<file path="src/rtl/sqrt_in_feeder.sv">
// sqrt_in_feeder: small circular FIFO in front of the Sqrt2 root stage.
// Operands arrive in bursts and leave one at a time, each held on
// out_data for at least PACE cycles so the root stage can settle.
// out_valid strobes for one cycle when a fresh operand is presented.
module sqrt_in_feeder #(
    parameter int WIDTH = 15,
    parameter int DEPTH = 8,
    parameter int PACE  = 4
) (
    input  logic                     clk,
    input  logic                     reset,
    input  logic                     wr_en,
    input  logic [WIDTH-1:0]         wr_data,
    input  logic                     enable,
    output logic [WIDTH-1:0]         out_data,
    output logic                     out_valid,
    output logic                     full,
    output logic                     empty,
    output logic [$clog2(DEPTH):0]   count,
    output logic                     overflow
);

    localparam int AW = $clog2(DEPTH);
    localparam int CW = AW + 1;
    // A PACE of 1 still needs a one-bit counter that simply sits at zero.
    localparam int PW = (PACE > 1) ? $clog2(PACE) : 1;
    localparam logic [PW-1:0] PACE_TOP = PW'(PACE - 1);
    localparam logic [CW-1:0] CNT_FULL = CW'(DEPTH);
    localparam logic [CW-1:0] CNT_ONE  = CW'(1);

    logic [WIDTH-1:0] mem [DEPTH];
    logic [AW-1:0]    wr_ptr;
    logic [AW-1:0]    rd_ptr;
    logic [PW-1:0]    pace_cnt;
    logic             wr_go;
    logic             rel_go;
    logic [CW-1:0]    count_nxt;

    // Pacer advance: climbs toward PACE-1 and parks there until a release.
    function automatic logic [PW-1:0] pace_sat_inc(input logic [PW-1:0] cur);
        return (cur == PACE_TOP) ? cur : cur + 1'b1;
    endfunction

    // Accept/release decisions are made from registered full/empty only,
    // so a full FIFO drops a write even when a release frees a slot on the
    // same edge, and an empty FIFO never releases the operand being written.
    always_comb begin
        wr_go     = wr_en && !full;
        rel_go    = enable && (pace_cnt == PACE_TOP) && !empty;
        count_nxt = count;
        if (wr_go && !rel_go)
            count_nxt = count + CNT_ONE;
        else if (rel_go && !wr_go)
            count_nxt = count - CNT_ONE;
    end

    // Operand storage; contents are meaningless once the pointers reset.
    always_ff @(posedge clk) begin
        if (wr_go)
            mem[wr_ptr] <= wr_data;
    end

    // Pointers, occupancy flags, sticky overflow and pacer state.
    always_ff @(posedge clk or posedge reset) begin
        if (reset) begin
            wr_ptr   <= '0;
            rd_ptr   <= '0;
            count    <= '0;
            full     <= 1'b0;
            empty    <= 1'b1;
            overflow <= 1'b0;
            pace_cnt <= '0;
        end else begin
            if (wr_go)
                wr_ptr <= wr_ptr + 1'b1;
            if (rel_go)
                rd_ptr <= rd_ptr + 1'b1;
            if (wr_en && full)
                overflow <= 1'b1;
            count <= count_nxt;
            full  <= (count_nxt == CNT_FULL);
            empty <= (count_nxt == '0);
            if (rel_go)
                pace_cnt <= '0;
            else if (enable)
                pace_cnt <= pace_sat_inc(pace_cnt);
        end
    end

    // Output stage: head operand latched on release and held until the next.
    always_ff @(posedge clk or posedge reset) begin
        if (reset) begin
            out_data  <= '0;
            out_valid <= 1'b0;
        end else begin
            out_valid <= rel_go;
            if (rel_go)
                out_data <= mem[rd_ptr];
        end
    end

endmodule

</file>
<file path="config.mk">
export PLATFORM = sky130hd
export DESIGN_NAME = sqrt_in_feeder
export DESIGN_NICKNAME = d
export VERILOG_FILES = /design/src/rtl/sqrt_in_feeder.sv
export SDC_FILE = /design/constraint.sdc
export NUM_CORES = 1
export LEC_CHECK = 0
export CAP_MARGIN = 20
export CORE_MARGIN = 5
export CORE_UTILIZATION = 45
export CTS_CLUSTER_SIZE = 28
export DETAILED_ROUTE_END_ITERATION = 16
export MAX_ROUTING_LAYER = met4
export PLACE_DENSITY = 0.75
export SETUP_SLACK_MARGIN = 0.15
export SLEW_MARGIN = 20
export SYNTH_ARGS = -nofsm -noshare
export SYNTH_HDL_FRONTEND = slang
export SYNTH_SLANG_ARGS = --single-unit
</file>
<file path="constraint.sdc">
create_clock -name clk -period 3.75 [get_ports clk]
set_input_delay 1.125 -clock clk [delete_from_list [all_inputs] [get_ports clk]]
set_output_delay 1.125 -clock clk [all_outputs]
set_load 0.02 [all_outputs]
</file>
# Word-level counts from Yosys, hierarchy flattened
# Memories as Yosys holds them, arrays and structs flattened. A register that Yosys moved wholly into a read port is not among the register bits.
# Cells that the tools add are included.
# Widths: inputs -> output; s select.
classes:
  n_addsub: 5
  n_eq_ne: 3
  reduce_logical: 13
  n_mux: 7
op_table:
  columns: ["operator", "count"]
  rows:
  - ["$mux 4", 2]
  - ["$add 3x1->3 const B", 2]
  - ["$logic_and 1x1->1", 6]
  - ["$mux 2", 3]
  - ["$add 4x1->4 const B", 1]
  - ["$eq 4x4->1 const B", 1]
  - ["$logic_not 1->1", 4]
  - ["$logic_not 4->1", 1]
  - ["$sub 4x1->4 const B", 1]
  - ["$add 2x1->2 const B", 1]
  - ["$eq 2x2->1 const B", 1]
  - ["$mux 1", 2]
  - ["$ne 2x2->1 const B", 1]
  - ["$reduce_and 2->1", 1]
  - ["$reduce_bool 2->1", 1]
word_totals:
  output_inout_bits: 23
  mem_bits_rw: 120
  wordCells: 37
  in_bits: 19
  ff_bits: 16
  n_memories: 1
mem_list:
  columns: ["memory", "words", "width", "rd", "rd_clocked_by_memory_dff", "write_ports", "line_no", "rtl"]
  rows:
  - ["mem", 8, 15, 1, 1, 1, "31", "logic [WIDTH-1:0] mem [DEPTH];"]

# Depth between registers and ports, before layout
# Gate-level depths: netlist of the first run.
depth:
  ltp_word: 7
  mapped_depth: 6
  mapped_depth_nobuf: 6

# Least setup slack after synthesis of the first run
# Ideal clock, no wire load.
synth_timing:
  kind: "input port to flip-flop"
  start: "in wr_en"
  end: "mem mem[0][0] (enable)"
  path_buffers: 1
  required_time_ps: 3344
  path_slack_ps: 769
  setup_time_ps: 406
  t_arrival_ps: 2575
  cell_stages: 4
  cell_sequence: "nor2b_1 -> buf_4 -> nand2b_1 -> nor3_1"
synth_between:
  elab_chain_cells: 3
synth_lines:
  columns: ["element", "line_no", "rtl"]
  rows:
  - ["from (decl)", "12", "input logic wr_en,"]
  - ["$logic_and 1x1->1", "48", "wr_go = wr_en && !full;"]
  - ["$mux 1", "59", "if (wr_go)"]
  - ["$mux 1 (not written as such)", "60", "mem[wr_ptr] <= wr_data;"]
  - ["to (decl)", "31", null]
# No other way between the ends.

# Final worst setup path of the first run
layout_timing:
  start: "reg empty"
  end: "out empty"
layout_rtl:
  columns: ["element", "line_no", "rtl"]
  rows:
  - ["from (decl)", "18", "output logic empty,"]
  - ["from (signal assigned)", "82", "empty <= (count_nxt == '0);"]
# No word-level cell between the ends.

==> results of run 1 <==
-- worst register-to-register path: stages, from the launching register on --
cell and delay (ns):
dfrtp_4 0.83, mux4_2 0.63, mux2i_1 0.25, o21ai_0 0.12
-- kinds of logic (layout without fill, tap and decap cells) --
logic type | count (synthesis) | after routing | synth area share
flops | 151 | 151 | 0.749
simple gates | 60 | 60 | 0.0505
buf+inv | 16 | 89 | 0.0122
fa+ha+maj | 5 | 5 | 0.0107
xor+xnor | 5 | 5 | 0.00748
mux | 46 | 46 | 0.143
compound gates | 26 | 26 | 0.0276
-- flip-flops by register name, indices dropped and copies added, names as in the netlist --
name       count
pace_cnt       2
full           1
out_valid      1
out_data      15
overflow       1
mem          120
rd_ptr         3
empty          1
count          4
wr_ptr         3
-- how the worst max path moves through the flow --
stage                          startpoint             endpoint  slack, ns  cells after the start
after global placement             enable       full$_DFF_PP0_       0.90                      5
after detailed placement           enable       full$_DFF_PP0_       0.84                      6
after global routing      empty$_DFF_PP1_                empty       1.01                      1
final                     empty$_DFF_PP1_                empty       1.07                      1
after floorplan                     wr_en  mem[0][0]$_DFFE_PP_       0.77                      4
after CTS                 empty$_DFF_PP1_                empty       1.03                      1
-- cell type report --
type,instances,area [um2]
Clock inverter,14,193
Inverter,4,17.5
Clock buffer,18,429
Sequential cell,151,4380
Fill cell,982,5520
Tap cell,172,215
Timing Repair Buffer,53,500
Multi-Input combinational cell,142,1410
-- report_power, final --
part           switching (W)  total, W  internal, W
Combinational       0.000769   0.00155     0.000780
Sequential          0.000305   0.00248      0.00218
Clock               0.000663   0.00178      0.00112
-- per-stage QoR --
stage / worst slack, ns / hold slack (ns) / area [um2]
floorplan: 0.769 / 0.484 / 5850
global placement: 0.896 / 0.445 / 6530
detailed placement: 0.839 / 0.442 / 6530
CTS: 1.03 / 0.455 / 7150
global route: 1.01 / 0.512 / 7150
finish: 1.07 / 0.450 / 7150
-- cell usage in the layout, fill, tap and decap left out, types with 2 or more instances in the layout --
master           instances
nand2b_1                 4
mux4_2                  30
clkinv_1                 2
nor3_1                   3
mux2i_1                 15
nor2_1                  11
xnor2_1                  5
buf_4                   12
nand2_1                 31
clkbuf_16               17
clkdlybuf4s50_1         41
a221oi_1                 2
inv_1                    3
bufinv_16                4
ha_1                     5
inv_6                    5
nor3_2                   2
o21ai_0                 17
edfxtp_1               120
dfrtp_1                 29
-- per-layer routing --
metal | vias to the layer above | track usage | part of all wire
li1 | 1326 | - | -
met1 | 1501 | 0.202 | 0.42
met2 | 78 | 0.273 | 0.53
met3 | 13 | 0.0386 | 0.042
met4 | 0 | 0.0589 | 0.012
met5 | - | - | 0
==> impl_metrics.csv, run 1 <==
group,metric,value,unit
outcome,status,"completed",
clock_network,cts.sinks,151,
clock_network,clock_path_buffers,2,
hold_path,hold_class,"reg2reg",
logic_synthesis,synth-edff-count,120,
global_route,antenna_found_initial,0,
critical_path,critPathMaxStageDelay,0.60,ns
logic_synthesis,yosys-top-cells-area,"edfxtp_1, dfrtp_1, mux4_2",
critical_path,path_cells,"clkdlybuf4s50_1",
sta,fin_crit_sh,0.716,
hold_path,hold_depth,1,
placed_design,dp.cells,522,
logic_synthesis,netlist_area,5850,um2
logic_synthesis,yosysSeqAreaShare,0.749,
route,drt-initial-drc-count,248,
hold_path,min_from,"overflow$_DFFE_PP0P_",
layout,fin_util,0.564,
sta,rsz0062_at_grt,"false",
logic_synthesis,synth_most_common_cell,"edfxtp_1",
logic_synthesis,synthesis.area_per_instance,18.9,um2
critical_path,crit_fanout,3,
logic_synthesis,ys_seq_elements,151,
clock_network,clk_pin_slew,0.06,ns
die,fp.dieW,124,um
logic_synthesis,synth_flop_cell,"edfxtp_1",
critical_path,crit_path_start_kind,"flip-flop",
layout,syn_to_final_growth,22.2,%
hold_path,hold_end,"overflow$_DFFE_PP0P_",
logic_synthesis,synth_top_area_frac,0.616,
logic_synthesis,synth_largest_area_cell,"edfxtp_1",
critical_path,regToRegSetupSlack,1.79,ns
die,die_area,15400,um2
power_and_ir_drop,p_per_area,813,nW/um2
clock_network,cts-root-buf,"clkbuf_16",
global_route,grt_pass1_wl,17500,um
critical_path,end_kind,"output port",
global_route,grtUsageTotal,0.166,
die,core_region_area,12700,um2
clock_network,cts_tree,"yes",
critical_path,worst_path_max_delay_cell,"clkdlybuf4s50_1",
placed_design,globalplace.congestion,0.837,
layout,fin_cells,554,
placed_design,port_buffers,41,
logic_synthesis,synth_common_cells,"edfxtp_1, nand2_1, dfrtp_1, mux4_2, o21ai_0",
clock_network,clk_latency,0.42,ns
sta,period_needed,2.68,ns
logic_synthesis,postSynthCellCount,309,
sta,slew_viol_final,0,
clock_network,post_cts_resized,0,
critical_path,crit_type,"reg2out",
placed_design,dpl.hpwl,7040,um
global_route,grt_pass1_vias,3132,
route,wire_per_inst,20.1,um
sta,clock_skew,0.00960,ns
die,fp.dieH,124,um
global_route,grt_overflow,0,
route,wl,11100,um
power_and_ir_drop,vdd_drop_max,0.550,mV
logic_synthesis,synth_fp_nets,333,
critical_path,crit_family,"buffers and inverters",
sta,hold_violations,0,
critical_path,rr_worst_depth,3,
clock_network,htreeDepth,4,
route,dr_total_vias,2918,
layout,drive_above_1_share,0.215,
critical_path,crit_buf_inv,1,
sta,worst_slew_pin_slew,1.07,ns
sta,relSlewSlack,0.289,
clock_network,cts_buffers,17,
route,drc,0,
route,drtPass1Iterations,4,
die,io_pins,42,
global_route,grt_max_degree,33,
logic_synthesis,async_flop_share,0.205,
run,max_cap_violations,0,
die,start_util,0.462,
layout,diodes,0,
critical_path,critPathArrivalTime,1.56,ns
critical_path,crit-reg2reg-launch,"rd_ptr[1]$_DFFE_PP0P_",
die,rows,41,
sta,setup_tns,0,ns
layout,final_net_count,393,
clock_network,cts_hold_buf,0,
sta,setup_viol,0,
logic_synthesis,ys_warn_count,0,
critical_path,worstReg2RegEnd,"out_data[14]$_DFFE_PP0P_",
clock_network,postCtsSetupRepairBufs,0,
route,via_per_inst,5.27,
power_and_ir_drop,p_total,0.00581,W
sta,fmax,373,MHz
route,antenna_left,0,
critical_path,required,2.62,ns
power_and_ir_drop,leakage,2.52,nW
logic_synthesis,synth.distinct_cells,36,
Power figures use the tool's default switching activity.
==> run 2: changes to the inputs <==
==> constraint.sdc (replaced) <==
create_clock -name clk -period 2.6 [get_ports clk]
set_input_delay 0.78 -clock clk [delete_from_list [all_inputs] [get_ports clk]]
set_output_delay 0.78 -clock clk [all_outputs]
set_load 0.02 [all_outputs]
==> run 2 against run 1 <==
Against the previous run:
- global-route usage about the same
- sequential power increased by 39%
- die area unchanged
- sequential share of layout area decreased by 0.76 points
- non-clock buffer count increased by 8
- critical path depth unchanged
- via count increased by 2.2%
- clock-buffer cell count increased by 3
- register-to-register slack got worse by 1.1 ns
- hold slack improved by 0.0055 ns
- clock skew about the same
==> impl_metrics.csv, run 2 (synthesized netlist as in run 1, its figures left out) <==
group,metric,value,unit
route,wl,10800,um
clock_network,clock_path_buffers,2,
global_route,grt_pass1_vias,3227,
layout,layout_common_cells,"edfxtp_1, clkdlybuf4s50_1, nand2_1",
critical_path,crit_family,"buffers and inverters",
outcome,status,"completed",
route,wl_met3,612,um
clock_network,cts_tree,"yes",
critical_path,required,1.82,ns
critical_path,crit_type,"reg2out",
power_and_ir_drop,leakage,2.55,nW
global_route,grt_max_degree,33,
critical_path,crit_buf_inv,1,
sta,fin_crit_sh,0.896,
die,fp.dieW,124,um
layout,num-fill-cells,975,
global_route,grtUsageTotal,0.165,
layout,final_common_cell,"edfxtp_1",
critical_path,crit_path_start_kind,"flip-flop",
power_and_ir_drop,vdd_drop_max,0.752,mV
clock_network,cts.sinks,151,
clock_network,post_cts_resized,0,
clock_network,clk_latency,0.42,ns
route,drc,0,
run,max_cap_violations,0,
critical_path,crit_fanout,3,
placed_design,globalplace.congestion,0.819,
route,highest_layer,"met4",
sta,rsz0062_at_grt,"false",
sta,relSlewSlack,0.647,
sta,hold_violations,0,
placed_design,placed_area,6660,um2
critical_path,worst_path_max_delay_cell,"clkdlybuf4s50_1",
critical_path,critPathMaxStageDelay,0.60,ns
route,dr_total_vias,2983,
route,antenna_left,0,
layout,largest_reg_flops,120,
sta,slew_viol_final,0,
sta,fmax,429,MHz
route,wire_per_inst,19.1,um
clock_network,postCtsSetupRepairBufs,0,
sta,period_needed,2.33,ns
layout,drive_above_1_share,0.231,
critical_path,critPathArrivalTime,1.55,ns
die,io_pins,42,
critical_path,crit-reg2reg-launch,"rd_ptr[1]$_DFFE_PP0P_",
critical_path,cp_num_cells,1,
global_route,grt_overflow,0,
sta,setup_tns,0,ns
hold_path,hold_class,"reg2reg",
die,fp.dieH,124,um
critical_path,rr_worst_depth,4,
sta,worst_slew_pin_slew,0.528,ns
route,dr_wl_met2,5340,um
critical_path,startpoint,"empty$_DFF_PP1_",
die,start_util,0.462,
layout,layout_top_registers,"mem: 120 flops, out_data: 15 flops, count: 4 flops",
route,drtPass1Iterations,5,
power_and_ir_drop,switching_share,0.297,
die,core_region_area,12700,um2
route,via_per_inst,5.31,
power_and_ir_drop,pwr-share-comb,0.295,
clock_network,cts_buffers,17,
layout,top_register,"mem",
clock_network,htreeDepth,4,
route,drt-initial-drc-count,280,
clock_network,cts_hold_buf,0,
critical_path,path_cells,"clkdlybuf4s50_1",
clock_network,clk_pin_slew,0.06,ns
die,rows,41,
hold_path,min_from,"overflow$_DFFE_PP0P_",
sta,setup_viol,0,
layout,diodes,0,
power_and_ir_drop,p_sw,0.00245,W
die,die_area,15400,um2
global_route,antenna_found_initial,0,
layout,syn_to_final_growth,23.6,%
critical_path,worstReg2RegEnd,"out_data[11]$_DFFE_PP0P_",
critical_path,crit_path_end,"empty",
power_and_ir_drop,power.internal,0.00579,W
critical_path,end_kind,"output port",
placed_design,dpl.hpwl,6870,um
route,wirelength_met1,4650,um
clock_network,cts-root-buf,"clkbuf_16",
power_and_ir_drop,clkPwrFrac,0.286,
power_and_ir_drop,p_per_area,1140,nW/um2
power_and_ir_drop,seq_power_share,0.419,
placed_design,port_buffers,41,
layout,fin_area,7230,um2
global_route,grt_pass1_wl,17500,um
layout,final_net_count,401,
critical_path,regToRegSetupSlack,0.74,ns
sta,clock_skew,0.00962,ns
[run 2: changes by cell type in the layout (fill, tap and decap cells not counted), sizes merged]
cell and change:
buf +8, bufinv -2, clkbuf +3, clkinvlp +2
inv -3
[run 2: worst min path at each step]
| stage | end | slack, ns | cells past startpoint |
|---|---|---|---|
| after detailed placement | overflow$_DFFE_PP0P_ | 0.45 | 1 |
| after CTS | overflow$_DFFE_PP0P_ | 0.46 | 1 |
| after global placement | overflow$_DFFE_PP0P_ | 0.44 | 1 |
| after floorplan | pace_cnt[1]$_DFFE_PP0P_ | 0.48 | 1 |
| final | overflow$_DFFE_PP0P_ | 0.46 | 1 |
| after global routing | overflow$_DFFE_PP0P_ | 0.47 | 1 |
[run 2: layout make-up]
class | count | area, um2 | area share
inverters | 4 | 17.5 | 0.00242
flip-flops and latches | 151 | 4380 | 0.606
repair buffers | 61 | 636 | 0.0879
clock buffers | 21 | 450 | 0.0623
clock inverters | 11 | 124 | 0.0171
multi-input cells | 142 | 1410 | 0.195
well taps | 172 | 215 | 0.0297
[run 2: per-layer routing]
metal	vias up	global-route usage
met5	-	-
met1	1517	0.205
met4	0	0.0602
met3	18	0.0568
li1	1352	-
met2	96	0.255
[run 2: power by group through the flow]
stage	combinational (W)	clock, W	sequential, W
floorplan	0.00143	0	0.00357
global placement	0.00241	0	0.00348
detailed placement	0.00246	0	0.00350
CTS	0.00248	0.00240	0.00346
global route	0.00266	0.00250	0.00352
finish	0.00243	0.00236	0.00345
[run 2: stage by stage]
step,util,power [W],std cells,hold slack (ns),worst slack [ns]
after CTS,0.571,0.00834,562,0.460,0.243
after global placement,0.526,0.00589,530,0.442,0.152
after detailed placement,0.526,0.00596,530,0.448,0.0931
after floorplan,-,0.00500,309,0.484,0.363
final,0.571,0.00824,562,0.456,0.270
after global routing,0.571,0.00868,562,0.474,0.209
